$ cat config.mk
export PLATFORM = sky130hd
export DESIGN_NAME = pm_load_controller
export DESIGN_NICKNAME = d
export VERILOG_FILES = /design/src/rtl/pm_load_pkg.sv /design/src/rtl/pm_load_timer.sv /design/src/rtl/pm_load_controller.sv
export SDC_FILE = /design/constraint.sdc
export NUM_CORES = 1
export LEC_CHECK = 0
export ABC_AREA = 0
export CAP_MARGIN = 15
export CORE_MARGIN = 1
export CORE_UTILIZATION = 51
export DETAILED_ROUTE_END_ITERATION = 16
export GPL_TIMING_DRIVEN = 1
export PLACE_DENSITY = 0.76
export SLEW_MARGIN = 20
export SYNTH_ARGS = -nofsm -noshare
export SYNTH_HDL_FRONTEND = slang
export SYNTH_SLANG_ARGS = --single-unit
$ cat constraint.sdc
create_clock -name clk -period 2.3 [get_ports clk]
set_input_delay 0.46 -clock clk [delete_from_list [all_inputs] [get_ports clk]]
set_output_delay 0.46 -clock clk [all_outputs]
set_load 0.02 [all_outputs]
$ cat src/rtl/pm_load_pkg.sv
// pm_load_pkg
// Shared definitions for the program-memory load controller:
//   - default values for the controller parameters
//   - the controller state encoding
//   - a helper that sizes the shared idle/hold down-counter
package pm_load_pkg;

    localparam int unsigned PM_ADD_WIDTH = 7;
    localparam int unsigned PM_WIDTH     = 8;
    localparam int unsigned PM_TIMEOUT   = 255;
    localparam int unsigned PM_RST_HOLD  = 4;

    typedef enum logic [2:0] {
        ST_IDLE,
        ST_LOAD,
        ST_RELEASE,
        ST_RUN,
        ST_ERROR
    } pm_state_t;

    // Counter width large enough to hold the larger of the two reload counts.
    function automatic int unsigned pm_timer_width(input int unsigned a, input int unsigned b);
        int unsigned m;
        m = (a > b) ? a : b;
        return (m < 1) ? 1 : $clog2(m + 1);
    endfunction

endpackage

$ cat src/rtl/pm_load_timer.sv
// pm_load_timer
// Loadable down-counter that saturates at zero. Used by the load controller
// both as the inter-byte idle timeout and as the CPU-reset hold counter.
// Ports:
//   clk       - clock, rising edge
//   rst       - synchronous active-low reset (count cleared)
//   load      - load load_val this cycle (has priority over en)
//   load_val  - value to load
//   en        - decrement by one when non-zero
//   zero      - count is zero
module pm_load_timer #(
    parameter int unsigned CW = 8
) (
    input  logic          clk,
    input  logic          rst,
    input  logic          load,
    input  logic [CW-1:0] load_val,
    input  logic          en,
    output logic          zero
);

    logic [CW-1:0] count;

    always_ff @(posedge clk) begin
        if (!rst) begin
            count <= '0;
        end else if (load) begin
            count <= load_val;
        end else if (en && (count != '0)) begin
            count <= count - 1'b1;
        end
    end

    assign zero = (count == '0);

endmodule

$ cat src/rtl/pm_load_controller.sv
// pm_load_controller
// Streams a block of bytes into program memory while holding the CPU in
// reset, then releases the CPU after a fixed hold time.
// Ports:
//   clk, rst            - clock (rising edge), synchronous active-low reset
//   load_start          - request a load (accepted in IDLE, RUN, ERROR)
//   load_len            - byte count captured on accept; 0 means 2^ADD_WIDTH
//   byte_in, byte_valid - incoming byte stream
//   byte_ready          - high while loading; a transfer is valid && ready
//   pm_wr_en, pm_addr,
//   pm_wr_data          - program-memory write port, one cycle after transfer
//   cpu_rst             - holds the CPU in reset (low only in RUN)
//   busy                - LOAD or RELEASE
//   done                - one-cycle pulse on entering RUN
//   err                 - sticky idle-timeout flag, cleared by a new load
module pm_load_controller
    import pm_load_pkg::*;
#(
    parameter int unsigned ADD_WIDTH = PM_ADD_WIDTH,
    parameter int unsigned WIDTH     = PM_WIDTH,
    parameter int unsigned TIMEOUT   = PM_TIMEOUT,
    parameter int unsigned RST_HOLD  = PM_RST_HOLD
) (
    input  logic                 clk,
    input  logic                 rst,
    input  logic                 load_start,
    input  logic [ADD_WIDTH-1:0] load_len,
    input  logic [WIDTH-1:0]     byte_in,
    input  logic                 byte_valid,
    output logic                 byte_ready,
    output logic                 pm_wr_en,
    output logic [ADD_WIDTH-1:0] pm_addr,
    output logic [WIDTH-1:0]     pm_wr_data,
    output logic                 cpu_rst,
    output logic                 busy,
    output logic                 done,
    output logic                 err
);

    localparam int unsigned CW = pm_timer_width(TIMEOUT, RST_HOLD);

    // The timer is checked for zero before decrementing, so a reload of
    // N-1 gives exactly N cycles in the state (minimum one cycle).
    localparam logic [CW-1:0] TO_RELOAD   = CW'((TIMEOUT  > 0) ? TIMEOUT  - 1 : 0);
    localparam logic [CW-1:0] HOLD_RELOAD = CW'((RST_HOLD > 0) ? RST_HOLD - 1 : 0);

    pm_state_t            state;
    logic [ADD_WIDTH-1:0] count;
    logic [ADD_WIDTH-1:0] len_q;
    logic [ADD_WIDTH-1:0] cnt_next;
    logic                 xfer;
    logic                 last;
    logic                 accept;

    logic                 tmr_load;
    logic [CW-1:0]        tmr_val;
    logic                 tmr_en;
    logic                 tmr_zero;

    assign byte_ready = (state == ST_LOAD);
    assign busy       = (state == ST_LOAD) || (state == ST_RELEASE);
    assign xfer       = byte_valid && byte_ready;
    assign cnt_next   = count + 1'b1;
    // len 0 works naturally: the 2^ADD_WIDTH-th transfer wraps cnt_next to 0.
    assign last       = (cnt_next == len_q);
    assign accept     = load_start &&
                        ((state == ST_IDLE) || (state == ST_RUN) || (state == ST_ERROR));

    always_comb begin
        tmr_load = 1'b0;
        tmr_val  = '0;
        tmr_en   = 1'b0;
        if (accept) begin
            tmr_load = 1'b1;
            tmr_val  = TO_RELOAD;
        end else if (state == ST_LOAD) begin
            if (xfer) begin
                tmr_load = 1'b1;
                tmr_val  = last ? HOLD_RELOAD : TO_RELOAD;
            end else begin
                tmr_en = 1'b1;
            end
        end else if (state == ST_RELEASE) begin
            tmr_en = 1'b1;
        end
    end

    pm_load_timer #(
        .CW(CW)
    ) u_timer (
        .clk      (clk),
        .rst      (rst),
        .load     (tmr_load),
        .load_val (tmr_val),
        .en       (tmr_en),
        .zero     (tmr_zero)
    );

    always_ff @(posedge clk) begin
        if (!rst) begin
            state      <= ST_IDLE;
            count      <= '0;
            len_q      <= '0;
            pm_addr    <= '0;
            pm_wr_data <= '0;
            pm_wr_en   <= 1'b0;
            cpu_rst    <= 1'b1;
            done       <= 1'b0;
            err        <= 1'b0;
        end else begin
            pm_wr_en <= 1'b0;
            done     <= 1'b0;
            case (state)
                ST_IDLE, ST_RUN, ST_ERROR: begin
                    if (load_start) begin
                        state   <= ST_LOAD;
                        len_q   <= load_len;
                        count   <= '0;
                        pm_addr <= '0;
                        err     <= 1'b0;
                        cpu_rst <= 1'b1;
                    end
                end
                ST_LOAD: begin
                    if (xfer) begin
                        pm_wr_en   <= 1'b1;
                        pm_wr_data <= byte_in;
                        pm_addr    <= count;
                        count      <= cnt_next;
                        if (last) begin
                            state <= ST_RELEASE;
                        end
                    end else if (tmr_zero) begin
                        state <= ST_ERROR;
                        err   <= 1'b1;
                    end
                end
                ST_RELEASE: begin
                    if (tmr_zero) begin
                        state   <= ST_RUN;
                        cpu_rst <= 1'b0;
                        done    <= 1'b1;
                    end
                end
                default: begin
                    state <= ST_IDLE;
                end
            endcase
        end
    end

endmodule

==> flow_summary.json, run 1 <==
{
  "row_count": 22,
  "async_flop_share_pct": 0,
  "ys_seq_area_share_pct": 42.5,
  "ff2ff_path_depth": 6,
  "drcViolationCount": 0,
  "synth_compound_area_share_pct": 17.6,
  "start_util_pct": 55.0,
  "power_mw": 1.68,
  "status": "finished clean",
  "ys.flop_type": "dfxtp_1",
  "clk_pin_slew_ps": 80,
  "drtAntennaViolNets": 0,
  "fin_crit_sh_pct": 92.5,
  "ys.warnings.count": 0,
  "clock.fmax_ghz": 0.470,
  "core_area_sq_um": 3770,
  "nFillCells": 315,
  "setup-violations-final": 0,
  "cts-root-buf": "clkbuf_8",
  "synth_nets": 252,
  "port-buffer-count": 39,
  "cts_tree": "built",
  "worstMarginPinSlew_ps": 466,
  "netlist.top_cell.by_area": "dfxtp_1",
  "pin_count": 40,
  "h-tree-depth": 2,
  "place_area_sq_um": 2500,
  "synth_edf_count": 0,
  "layout_setup_ws_ps": 172,
  "cts_setup_buffers": 0,
  "synthToLayoutAreaGrowth_pct": 25.7,
  "grt-ovfl-total": 0,
  "grt.busiest_layer": "met2",
  "syn_inst": 230,
  "holdWs_ps": 456,
  "final_common_cell": "dfxtp_1",
  "die_y_um": 65.8,
  "dieArea_sq_um": 4330,
  "dp.cells": 312,
  "use_met3_pct": 4.31,
  "tns_ps": 0,
  "synth.mux.area_fraction_pct": 3.86,
  "antenna_cells": 0,
  "cp_max_fo": 11,
  "cts.repair.resized": 0,
  "finalNonFillerCells": 320,
  "worstHoldEndpoint": "pm_wr_data[0]",
  "synthesis.area_sq_um": 2070,
  "grt_max_degree": 20,
  "synthTopCellsByArea": "dfxtp_1 42%, nor2_1 6.0%, a21oi_1 4.6%",
  "seq_area_sq_um": 883,
  "antenna_found_initial": 0,
  "yosys.area_share.simple_pct": 22.7,
  "critical_path.startpoint": "state[0]",
  "grt_pass1_wl_um": 7290,
  "nets": 293,
  "drv_cap": 0,
  "dpl_worst_slack_ps": 246,
  "rsz0062_at_grt": "no",
  "final_core_util_pct": 69.1,
  "p_per_area_nw_per_um2": 643,
  "dr.pass1.iters": 4,
  "worstPathRequired_ps": 1840,
  "leakage_nw": 0.979,
  "arrival_ps": 1670,
  "design_area_sq_um": 2610,
  "clock-skew-final_ps": 5.10,
  "via_per_inst": 5.34,
  "ir_drop_uv": 487,
  "multi_input_area_sq_um": 1110,
  "synthDistinctLibCells": 48,
  "rr_endpoint": "state[0]",
  "first_global_vias": 1624,
  "met1_usage_pct": 27.5,
  "cts_max_path_buffers": 2,
  "startpoint_type": "register",
  "period_needed_ps": 2130,
  "layout_common_cells": "42 x dfxtp_1, 39 x clkdlybuf4s50_1, 33 x nor2_1",
  "ys_ff_latch": 44,
  "hpwl_um": 2910,
  "drt_wl_total_um": 4170,
  "cts_num_sinks": 44,
  "syn_avg_cell_area_sq_um": 9.02,
  "min-delay-start": "pm_wr_data[0]",
  "r2r-start": "count[1]",
  "cts_buffers": 5,
  "grtUsageTotal_pct": 22.4,
  "vias": 1708,
  "drt_iter0_markers": 110,
  "slew_headroom_pct": 68.8,
  "synth_top_area_share_pct": 42.5,
  "synth_top_family_by_area": "simple AND/OR/NAND/NOR gates",
  "cp-end-kind": "output pin",
  "hp-class": "reg2reg",
  "drive_gt1_share_pct": 10.3,
  "met2_usage_pct": 36.5,
  "hold_buffers": 0,
  "slew_violations": 0,
  "synth_xor_area_share_pct": 7.18,
  "clkLatencyLatePin_ps": 300,
  "hold_violations": 0,
  "gp_congestion": 0.861,
  "r2r_slack_ps": 260,
  "fp.dieW_um": 65.8,
  "critical_path_class": "reg2out",
  "wire_per_inst_um": 13.0,
  "worstHoldPathCells": 2,
  "synthAdderAreaFrac_pct": 1.81
}
-- flip-flops by register name (all words and copies together) (netlist names) --
signal / cells
pm_wr_en: 1
done: 1
pm_addr: 7
state: 3
u_timer.count: 8
cpu_rst: 1
count: 7
err: 1
pm_wr_data: 8
len_q: 7
-- layout make-up --
type | count | share of cell area [%]
Sequential cell | 44 | 33.9
Multi-Input combinational cell | 169 | 42.5
Tap cell | 48 | 2.30
Clock buffer | 7 | 3.31
Timing Repair Buffer | 46 | 17.0
Clock inverter | 1 | 0.288
Inverter | 5 | 0.720
-- per-layer routing --
layer	part of all wire, %	wire length [um]
met3	3.4	141
met1	47	1950
met2	48	1990
met5	0	0
met4	2.1	89
-- report_power, final --
group	internal [mW]	switching (mW)	total, mW
Clock	0.244	0.265	0.510
Sequential	0.803	0.0432	0.846
Combinational	0.152	0.168	0.321
-- synth_stat cells, types with 2 or more instances --
library cell	number
nor3b_1	3
clkbuf_1	3
nor3_1	5
nor2b_1	2
dfxtp_1	44
clkbuf_2	2
buf_6	2
xor2_1	10
nand3_1	6
nor4_1	2
or3_1	2
a21oi_1	19
nand2_1	24
a31oi_1	2
a22oi_1	9
and2_1	2
buf_4	2
nor2_1	33
mux2i_1	8
o21ai_0	7
ha_1	3
o21a_1	2
xnor2_1	7
o21bai_1	2
inv_1	5
buf_2	2
-- worst max path at each step --
stage | depth (start not counted) | slack (ps) | end
after detailed placement | 7 | 250 | count[4]
after CTS | 2 | 7 | byte_ready
after floorplan | 6 | 460 | state[0]
after global routing | 3 | 70 | busy
after global placement | 7 | 280 | count[4]
final | 2 | 170 | byte_ready
-- worst max-delay path: stages (launching register included) --
cell and delay [ps]:
dfxtp_2 430, nor3b_4 290, clkdlybuf4s50_1 650
-- kinds of logic after synthesis --
family / count (synthesis)
XOR/XNOR: 17
AND/OR/NAND/NOR: 91
AO/OA/AOI/OAI: 50
adder cells (fa/ha/maj): 3
flip-flops: 44
multiplexers: 8
buffers and inverters: 17
No activity file was read; power rests on OpenSTA's default activity.
==> inputs of run 2 (changes only) <==
--- a/config.mk
+++ b/config.mk
@@ -7,9 +7,10 @@
 export LEC_CHECK = 0
 export ABC_AREA = 0
 export CAP_MARGIN = 15
-export CORE_MARGIN = 1
+export CORE_MARGIN = 2
 export CORE_UTILIZATION = 51
 export DETAILED_ROUTE_END_ITERATION = 16
+export GPL_ROUTABILITY_DRIVEN = 0
 export GPL_TIMING_DRIVEN = 1
 export PLACE_DENSITY = 0.76
 export SLEW_MARGIN = 20
==> run 2 against run 1 <==
  * Non-clock buffer count unchanged
  * Largest power group unchanged
  * Critical path type unchanged
  * Global-route usage down 2.8 points
  * Critical endpoint is now busy
  * Critical path depth up 1
  * Clock power down 13%
  * Largest cell class unchanged
  * Die area up 6.2%
  * Via count down 1.2%
  * Count of clock-buffer cells in the layout down 1
==> flow_summary.json, run 2 (synthesis gave the netlist of run 1 again) <==
{
  "start_util_pct": 52.6,
  "nFillCells": 346,
  "cp_max_fo": 7,
  "cts_buffers": 5,
  "cts_num_sinks": 44,
  "wire_per_inst_um": 12.6,
  "worstHoldEndpoint": "pm_wr_data[0]",
  "slew_headroom_pct": 68.2,
  "min-delay-start": "pm_wr_data[0]",
  "worstMarginPinSlew_ps": 475,
  "drive_gt1_share_pct": 9.59,
  "critical_path_class": "reg2out",
  "h-tree-depth": 2,
  "r2r_slack_ps": 310,
  "cts_tree": "built",
  "hp-class": "reg2reg",
  "worstHoldPathCells": 2,
  "reg_top3": "pm_wr_data (8), u_timer.count (8)",
  "final_common_cell": "dfxtp_1",
  "drt_iter0_markers": 72,
  "seq_area_sq_um": 882,
  "dieArea_sq_um": 4590,
  "worstPathRequired_ps": 1840,
  "multi_input_area_sq_um": 1110,
  "grt_max_degree": 20,
  "drcViolationCount": 0,
  "r2r-start": "count[1]",
  "die_y_um": 67.8,
  "antenna_found_initial": 0,
  "p_per_area_nw_per_um2": 622,
  "grtUsageTotal_pct": 19.6,
  "ir_drop_uv": 360,
  "pin_count": 40,
  "cts_max_path_buffers": 2,
  "first_global_vias": 1538,
  "drt_wl_total_um": 4060,
  "synthToLayoutAreaGrowth_pct": 25.0,
  "core_area_sq_um": 3940,
  "hold_violations": 0,
  "clk_pin_slew_ps": 80,
  "tns_ps": 0,
  "grt_pass1_wl_um": 6860,
  "arrival_ps": 1700,
  "hpwl_um": 2930,
  "startpoint_type": "register",
  "status": "finished clean",
  "cp-end-kind": "output pin",
  "clock.fmax_ghz": 0.462,
  "setup-violations-final": 0,
  "holdWs_ps": 455,
  "rr_endpoint": "u_timer.count[2]",
  "period_needed_ps": 2160,
  "hold_buffers": 0,
  "clkLatencyLatePin_ps": 290,
  "drtAntennaViolNets": 0,
  "rsz0062_at_grt": "no",
  "clock-skew-final_ps": 2.72,
  "port-buffer-count": 39,
  "fp.dieW_um": 67.8,
  "fin_crit_sh_pct": 94.0,
  "nets": 293,
  "row_count": 23,
  "dr.pass1.iters": 4,
  "leakage_nw": 0.975,
  "critical_path.startpoint": "state[1]",
  "cts_setup_buffers": 0,
  "antenna_cells": 0,
  "layout_common_cells": "43 x dfxtp_1, 39 x clkdlybuf4s50_1, 33 x nor2_1",
  "ff2ff_path_depth": 6,
  "grt-ovfl-total": 0,
  "vias": 1688,
  "cts-root-buf": "clkbuf_8",
  "slew_violations": 0,
  "drv_cap": 0,
  "via_per_inst": 5.26
}
-- run 2: changes by cell type in the layout (fill, tap and decap cells not counted) --
cell and delta:
clkbuf_8 -1, clkinv_2 +1, clkinvlp_4 -1, dfxtp_1 +1, dfxtp_2 -1
-- run 2: final cells by class --
class / count / share of cell area (%)
repair buffers: 46 / 17.1
clock buffers: 6 / 2.80
well taps: 50 / 2.41
multi-input cells: 169 / 42.8
flip-flops and latches: 44 / 34.0
inverters: 5 / 0.724
clock inverters: 1 / 0.193
-- run 2: critical path, cell delays in order, from the launching register on --
cell and delay [ps]:
dfxtp_1 490, xnor2_1 170, nor2_1 140, clkdlybuf4s50_1 610
-- run 2: worst max path at each step --
stage                             to  cells past startpoint
after floorplan             state[0]                      6
after global placement      count[2]                      7
after detailed placement    count[2]                      7
after CTS                 byte_ready                      2
after global routing            busy                      3
final                           busy                      3
-- run 2: report_power, final --
part           internal, mW  switching (mW)  total, mW
combinational         0.152           0.169      0.321
sequential            0.803          0.0419      0.845
clock                 0.207           0.239      0.445
total                  1.16           0.450       1.61
-- run 2: layer usage --
metal	track usage, %	wire length (um)
met3	4.00	137
met5	0	0
met4	6.50	49
met1	26.4	1990
met2	31.4	1880
-- run 2: timing repair --
action | 4_1_cts | 5_1_grt
hold endpoints to repair | 0 | 0
resized for setup | 0 | 2
setup endpoints to repair | 0 | 1
-- run 2: per-stage QoR --
step	total power, mW	util, %	cells	area (sq um)	setup slack [ps]
final	1.61	65.8	321	2590	137
after detailed placement	1.18	63.6	314	2510	224
after CTS	1.63	65.6	321	2580	6.02
after floorplan	1.08	-	230	2070	463
after global placement	1.18	63.6	314	2510	281
after global routing	1.70	65.8	321	2590	38.8
